[src/rtl/fetch_pkg.sv]
// fetch_pkg: definitions shared by the instruction fetch unit and its FIFOs.
//   XLEN          machine word / address width
//   INSTR_BYTES   fetch stride in bytes
//   NOP           canonical no-op encoding (addi x0,x0,0)
//   fetch_entry_t {pc, instr} pair held by the prefetch FIFO and the PC tag queue
//   fetch_state_t fetch control states
//   alignPc()     clears the byte-offset bits of a fetch address
package fetch_pkg;

  localparam int XLEN        = 32;
  localparam int INSTR_BYTES = 4;
  localparam logic [XLEN-1:0] NOP = 32'h0000_0013;

  typedef struct packed {
    logic [XLEN-1:0] pc;
    logic [XLEN-1:0] instr;
  } fetch_entry_t;

  // RUN: issuing requests, FULL: no credits left, DRAIN: discarding stale responses
  typedef enum logic [1:0] {
    RUN   = 2'd0,
    FULL  = 2'd1,
    DRAIN = 2'd2
  } fetch_state_t;

  function automatic logic [XLEN-1:0] alignPc(input logic [XLEN-1:0] pc);
    return {pc[XLEN-1:2], 2'b00};
  endfunction

endpackage

[src/rtl/fetch_fifo.sv]
// fetch_fifo: DEPTH-entry FIFO of fetch_entry_t with combinational head read.
// Used both as the prefetch buffer and as the in-order PC tag queue.
// Ports:
//   clk, reset   clock, asynchronous active-high reset
//   flush        empties the FIFO; wins over push/pop in the same cycle
//   push, pushData  write at tail (accepted when not full, or when full with pop)
//   pop          remove head (ignored when empty)
//   headData     current head entry (meaningless while empty)
//   empty, count occupancy status
module fetch_fifo
  import fetch_pkg::*;
#(
  parameter int DEPTH = 4
) (
  input  logic                     clk,
  input  logic                     reset,
  input  logic                     flush,
  input  logic                     push,
  input  fetch_entry_t             pushData,
  input  logic                     pop,
  output fetch_entry_t             headData,
  output logic                     empty,
  output logic [$clog2(DEPTH):0]   count
);

  localparam int AW = $clog2(DEPTH);
  localparam logic [AW:0] FULL_CNT = (AW+1)'(DEPTH);

  fetch_entry_t   mem [DEPTH];
  logic [AW-1:0]  wrPtr;
  logic [AW-1:0]  rdPtr;
  logic           doPush;
  logic           doPop;

  // A full FIFO still takes a push when the head leaves in the same cycle:
  // the tail slot being written is the head slot being read out.
  assign doPop  = pop && (count != '0);
  assign doPush = push && ((count != FULL_CNT) || doPop);

  assign empty    = (count == '0);
  assign headData = mem[rdPtr];

  // Pointers wrap naturally because DEPTH is a power of two.
  always_ff @(posedge clk or posedge reset) begin
    if (reset) begin
      wrPtr <= '0;
      rdPtr <= '0;
      count <= '0;
    end else if (flush) begin
      wrPtr <= '0;
      rdPtr <= '0;
      count <= '0;
    end else begin
      if (doPush) wrPtr <= wrPtr + AW'(1);
      if (doPop)  rdPtr <= rdPtr + AW'(1);
      case ({doPush, doPop})
        2'b10:   count <= count + (AW+1)'(1);
        2'b01:   count <= count - (AW+1)'(1);
        default: count <= count;
      endcase
    end
  end

  always_ff @(posedge clk) begin
    if (doPush && !flush) mem[wrPtr] <= pushData;
  end

endmodule

[src/rtl/instr_fetch.sv]
// instr_fetch: in-order instruction prefetcher with redirect support.
// Optional feature: define IFETCH_PERF_CNT_EN to add the stallCnt output.
// Ports:
//   clk, reset                   clock, asynchronous active-high reset
//   memAddr/memEn/memReady       request port (request accepted when memEn && memReady)
//   memData/memValid             in-order responses, latency >= 1
//   redirect/redirectPc          flush and restart fetch at redirectPc (word aligned)
//   instrValid/instr/instrPc     prefetch FIFO head toward decode
//   instrReady                   decode consumes head when instrValid && instrReady
//   misalign                     one-cycle pulse after a redirect to an unaligned PC
//   stallCnt (optional)          cycles with decode ready but nothing to give it
module instr_fetch
  import fetch_pkg::*;
#(
  parameter int          DEPTH    = 4,
  parameter logic [31:0] RESET_PC = 32'h0000_0000
) (
  input  logic        clk,
  input  logic        reset,
  output logic [31:0] memAddr,
  output logic        memEn,
  input  logic        memReady,
  input  logic [31:0] memData,
  input  logic        memValid,
  input  logic        redirect,
  input  logic [31:0] redirectPc,
  output logic        instrValid,
  output logic [31:0] instr,
  output logic [31:0] instrPc,
  input  logic        instrReady,
  output logic        misalign
`ifdef IFETCH_PERF_CNT_EN
  ,
  output logic [31:0] stallCnt
`endif
);

  localparam int CW = $clog2(DEPTH) + 1;
  localparam int SW = CW + 1;
  localparam int DW = 8;
  localparam logic [SW-1:0] CREDITS = SW'(DEPTH);

  fetch_state_t    state;
  fetch_state_t    stateNext;
  logic [XLEN-1:0] fetchPc;
  logic [DW-1:0]   dropCnt;
  logic [DW-1:0]   dropNext;
  logic [DW-1:0]   inflight;

  fetch_entry_t    fifoHead;
  fetch_entry_t    tagHead;
  logic            fifoEmpty;
  logic            tagEmpty;
  logic [CW-1:0]   fifoCount;
  logic [CW-1:0]   tagCount;

  logic [SW-1:0]   used;
  logic [SW-1:0]   usedNext;
  logic            issue;
  logic            popFire;
  logic            respKeep;
  logic            unusedTagInstr;

  assign used    = SW'(fifoCount) + SW'(tagCount);
  assign memEn   = !reset && !redirect && (used < CREDITS);
  assign memAddr = fetchPc;
  assign issue   = memEn && memReady;

  assign instrValid = !fifoEmpty;
  assign instr      = instrValid ? fifoHead.instr : '0;
  assign instrPc    = instrValid ? fifoHead.pc    : '0;
  assign popFire    = instrValid && instrReady;

  // A response is kept only when it belongs to a live request: not while
  // stale responses are still owed, not during a redirect, and never when
  // no request is outstanding.
  assign respKeep = memValid && !redirect && (state != DRAIN) && !tagEmpty;

  assign unusedTagInstr = ^tagHead.instr;

  fetch_fifo #(.DEPTH(DEPTH)) uPrefetch (
    .clk      (clk),
    .reset    (reset),
    .flush    (redirect),
    .push     (respKeep),
    .pushData ('{pc: tagHead.pc, instr: memData}),
    .pop      (popFire),
    .headData (fifoHead),
    .empty    (fifoEmpty),
    .count    (fifoCount)
  );

  fetch_fifo #(.DEPTH(DEPTH)) uPcTags (
    .clk      (clk),
    .reset    (reset),
    .flush    (redirect),
    .push     (issue),
    .pushData ('{pc: fetchPc, instr: NOP}),
    .pop      (respKeep),
    .headData (tagHead),
    .empty    (tagEmpty),
    .count    (tagCount)
  );

  // Every request not yet answered is either owed as a drop or still tagged.
  // On redirect all of them become drops, minus one answered this very cycle.
  assign inflight = dropCnt + DW'(tagCount);

  always_comb begin
    dropNext = dropCnt;
    if (redirect) begin
      dropNext = inflight - DW'(memValid && (inflight != '0));
    end else if (memValid && (dropCnt != '0)) begin
      dropNext = dropCnt - DW'(1);
    end
  end

  // Moving a response from tag queue to prefetch FIFO leaves the credit
  // total unchanged, so only issues and pops alter it.
  always_comb begin
    usedNext = '0;
    if (!redirect) usedNext = used + SW'(issue) - SW'(popFire);
    stateNext = RUN;
    if (dropNext != '0)           stateNext = DRAIN;
    else if (usedNext >= CREDITS) stateNext = FULL;
  end

  always_ff @(posedge clk or posedge reset) begin
    if (reset) begin
      state    <= RUN;
      fetchPc  <= RESET_PC;
      dropCnt  <= '0;
      misalign <= 1'b0;
    end else begin
      state    <= stateNext;
      dropCnt  <= dropNext;
      misalign <= redirect && (redirectPc[1:0] != 2'b00);
      if (redirect)   fetchPc <= alignPc(redirectPc);
      else if (issue) fetchPc <= fetchPc + XLEN'(INSTR_BYTES);
    end
  end

`ifdef IFETCH_PERF_CNT_EN
  // Counts decode-starved cycles, holding at the maximum value.
  always_ff @(posedge clk or posedge reset) begin
    if (reset) begin
      stallCnt <= '0;
    end else if (instrReady && !instrValid && (stallCnt != 32'hFFFF_FFFF)) begin
      stallCnt <= stallCnt + 32'd1;
    end
  end
`endif

endmodule

[config.mk]
export PLATFORM = sky130hd
export DESIGN_NAME = instr_fetch
export DESIGN_NICKNAME = d
export VERILOG_FILES = /design/src/rtl/fetch_pkg.sv /design/src/rtl/fetch_fifo.sv /design/src/rtl/instr_fetch.sv
export SDC_FILE = /design/constraint.sdc
export NUM_CORES = 1
export LEC_CHECK = 0
export ABC_CLOCK_PERIOD_IN_PS = 3700
export BUFFER_PORTS_ARGS = -buffer_cell sky130_fd_sc_hd__buf_4
export CORE_ASPECT_RATIO = 0.75
export CORE_MARGIN = 1.5
export CORE_UTILIZATION = 30
export DETAILED_ROUTE_END_ITERATION = 10
export GPL_TIMING_DRIVEN = 0
export MAX_ROUTING_LAYER = met4
export SLEW_MARGIN = 25
export SYNTH_ARGS = -nofsm -noshare
export SYNTH_HDL_FRONTEND = slang
export SYNTH_SLANG_ARGS = --single-unit
[constraint.sdc]
create_clock -name clk -period 3.7 [get_ports clk]
set_input_delay 0.37 -clock clk [delete_from_list [all_inputs] [get_ports clk]]
set_output_delay 0.37 -clock clk [all_outputs]
set_load 0.005 [all_outputs]
==> results.toml <==
[detailed_routing]
first_pass_iters = 5
wl_mm = 42.9
ant_nets = 0
vias = 10000
drtIter0Drc = 836
viasPerCell = 4.81
wire_per_inst_um = 20.6
route.detailed.drc = 0

[clock_tree]
cts_tree = "yes"
cts_max_level = 2
cts.path.max_buffers = 3
insertion_delay_ns = 0.56
cts.sinks = 423
clkTransAtPathRegs_ns = 0.06
root_buffer = "clkbuf_16"
numCtsBuffers = 41

[logic_synthesis]
seq_area_frac_synth = 0.710
synth_area_um2 = 17500
ys.flop_type = "edfxtp_1"
async_flop_share = 0.130
ys_warn_count = 0
avgSynthCellArea_um2 = 17.6
synth_seq_cells = 423
synth_edf_count = 368
synth.distinct_cells = 60
synthCells = 994

[final_layout]
final_cell_mix = "edfxtp_1 (368), buf_4 (199), mux4_2 (93)"
drive_gt1_frac = 0.321
post-route-cell-area_um2 = 22100
n_antenna_cell = 0
mostFrequentLayoutCell = "edfxtp_1"
nets = 1374
area_growth_syn_to_layout_pct = 26.2

[placement]
dp_hpwl_mm = 28.2
port_buffers = 163
dp_slack_ns = -0.640
gp_congestion = 0.847
post_dp_cell_area_um2 = 20000

[status]
outcome = "complete, but fails checks"
violations = "negative setup slack"

[worst_setup_path]
r2r_end = "state[1]"
crit_buf_inv = 0
cp_max_fo = 5
critPathCaptureType = "register"
cp_slowest_stage_delay_ns = 0.48
cp_common_cell = "ha_4"
crit_required_ns = 4.12
crit_family = "compound AO/OA/AOI/OAI gates"
crit_chain = "ha_4 -> fa_2 -> a211o_1 -> o32ai_2 -> and3_1 -> a21oi_2 -> o31a_1 -> ha_4 -> ha_4 -> o211ai_1 -> o311ai_2 -> xnor2_1 -> nor3_1 -> a31oi_1 -> o21a_1 -> or4_4"
critPathLaunchType = "register"
arrival_ns = 4.57
r2r_slack_ns = -0.45
r2r-start = "uPcTags.count[0]"
cpMaxStageDelayCell = "or4_4"
critPathKind = "register to register"
rr_worst_depth = 16

[timing]
rsz0062_at_grt = "yes"
worst_slew_pin_slew_ns = 0.959
period_needed_ns = 4.15
fin_ws_ns = -0.447
hold_viol_final = 0
setup-violations-final = 2
fin_tns_setup_ns = -0.733
clock.fmax_mhz = 241
slew_viol_final = 0
max_slew_margin = 0.355
fin_crit_sh = 1.12
skew_ns = 0.0181

[floorplan]
die_w_um = 282
design.die.area_um2 = 59800
pin_count = 169
die_y_um = 212
coreArea_um2 = 57500
rows = 76
start_util = 0.304

[grt]
grt_pass1_vias = 10100
grt_overflow_total = 0
grt_usage = 0.147
antenna_found_initial = 0
grt_pass1_wl_mm = 63.8
grt_max_degree = 37

[power_and_ir_drop]
pwr_density_cell_nw_per_um2 = 567
ir_worst_vdd_uv = 550
cellLeakagePower_nw = 7.65

[min_path]
min_delay_path_depth = 3
hold_end = "memAddr[19]"
hold_start = "redirectPc[19]"
min_path_type = "primary input to register"

[run]
cap_violations = 0
repair_timing:
action | 4_1_cts | 5_1_grt
pin swaps | 11 | 0
gates resized for setup | 32 | 11
hold buffers | 30 | 1
setup buffers | 31 | 3
setup endpoints to repair | 129 | 72
hold endpoints to repair | 118 | 4
routing by layer:
layer  wire length (um)  track usage  vias to the layer above  part of all wire
met5                  0            -                        -                 0
met4                816       0.0369                        0             0.019
met3               2790       0.0304                       58             0.065
met2              18900        0.215                      371              0.44
met1              20400        0.210                     5112              0.48
li1                   -            -                     4498                 -
synthesized netlist by cell type, types with 2 or more instances:
library cell | n | share of area
edfxtp_1 | 368 | 0.63
mux4_2 | 93 | 0.12
and2_1 | 75 | 0.027
dfrtp_1 | 55 | 0.079
nand2_1 | 53 | 0.011
nor2_1 | 34 | 0.0073
clkbuf_1 | 29 | 0.0062
o21ai_0 | 26 | 0.0074
a21oi_1 | 23 | 0.0066
ha_1 | 23 | 0.016
inv_1 | 23 | 0.0049
nand3_1 | 18 | 0.0051
a31oi_1 | 13 | 0.0046
buf_1 | 13 | 0.0028
o311ai_0 | 11 | 0.0055
xnor2_1 | 11 | 0.0055
xor2_1 | 10 | 0.0050
nor3_1 | 9 | 0.0026
nor3b_1 | 9 | 0.0039
a221o_1 | 8 | 0.0046
and3_1 | 7 | 0.0025
buf_2 | 7 | 0.0020
mux2i_1 | 6 | 0.0034
nand4_1 | 6 | 0.0021
o211ai_1 | 6 | 0.0026
buf_4 | 4 | 0.0017
fa_1 | 4 | 0.0046
a211oi_1 | 3 | 0.0013
a21o_1 | 3 | 0.0013
a32oi_1 | 3 | 0.0015
nand2b_1 | 3 | 0.0011
o31ai_1 | 3 | 0.0013
a222oi_1 | 2 | 0.0011
a22oi_1 | 2 | 0.00086
inv_2 | 2 | 0.00043
nor3b_2 | 2 | 0.0014
o22ai_1 | 2 | 0.00072
or4_1 | 2 | 0.00086
or4b_2 | 2 | 0.0011
how the worst max path moves through the flow:
stage,from,endpoint,slack [ns],depth (start not counted)
3_5_place_dp,uPrefetch.count[0],state[0],-0.64,18
6_report,uPcTags.count[0],state[1],-0.45,16
2_1_floorplan,uPcTags.count[0],state[1],-0.21,14
3_3_place_gp,redirect,uPrefetch.mem[0][10],-1.35,7
5_1_grt,dropCnt[0],state[1],-0.57,16
4_1_cts,uPcTags.count[0],state[0],-0.37,19
area by class of cell:
type / instances / area [um2]
Tap cell: 780 / 976
Inverter: 25 / 97.6
Buffer: 53 / 275
Multi-Input combinational cell: 495 / 4910
Clock inverter: 22 / 208
Fill cell: 5313 / 35500
Clock buffer: 51 / 1100
Sequential cell: 423 / 12400
Timing Repair Buffer: 238 / 2070
worst register-to-register path, cell delays in order, from the launching register on:
cell and delay, ns:
dfrtp_2 0.43, ha_4 0.17, fa_2 0.38, a211o_1 0.32, o32ai_2 0.27, and3_1 0.22, a21oi_2 0.05, o31a_1 0.29
ha_4 0.18, ha_4 0.18, o211ai_1 0.19, o311ai_2 0.16, xnor2_1 0.16, nor3_1 0.22, a31oi_1 0.11, o21a_1 0.21
or4_4 0.48
sequential cells by signal (all words and copies together) (netlist names):
signal	cells
uPrefetch.rdPtr	2
state	2
uPcTags.wrPtr	2
uPcTags.rdPtr	2
uPrefetch.wrPtr	2
uPrefetch.mem	248
misalign	1
memAddr	30
uPcTags.mem	120
uPrefetch.count	3
dropCnt	8
uPcTags.count	3
through the flow:
step	utilization	power, mW	instances	hold WS, ns
after CTS	0.383	12.6	2084	0.000189
after global placement	0.343	8.09	1940	0.527
after detailed placement	0.348	8.13	1950	0.348
after floorplan	-	7.03	997	0.447
after global routing	0.384	13.1	2087	0.00720
final	0.384	12.5	2087	0.0315
logic make-up after synthesis:
kind of cell / count (synthesis) / share of synthesized area
flops: 423 / 0.710
simple gates: 228 / 0.0708
compound gates: 115 / 0.0446
mux: 100 / 0.124
buf+inv: 79 / 0.0187
fa+ha+maj: 27 / 0.0210
xor+xnor: 21 / 0.0105
other cells: 1 / 0.000214
power by group:
part	switching, mW	total (mW)	internal (mW)	leakage, nW
registers	0.226	5.59	5.36	4.00
logic	1.39	2.79	1.41	3.00
clock network	1.80	4.14	2.34	0.646
(Power assumes the default switching activity.)
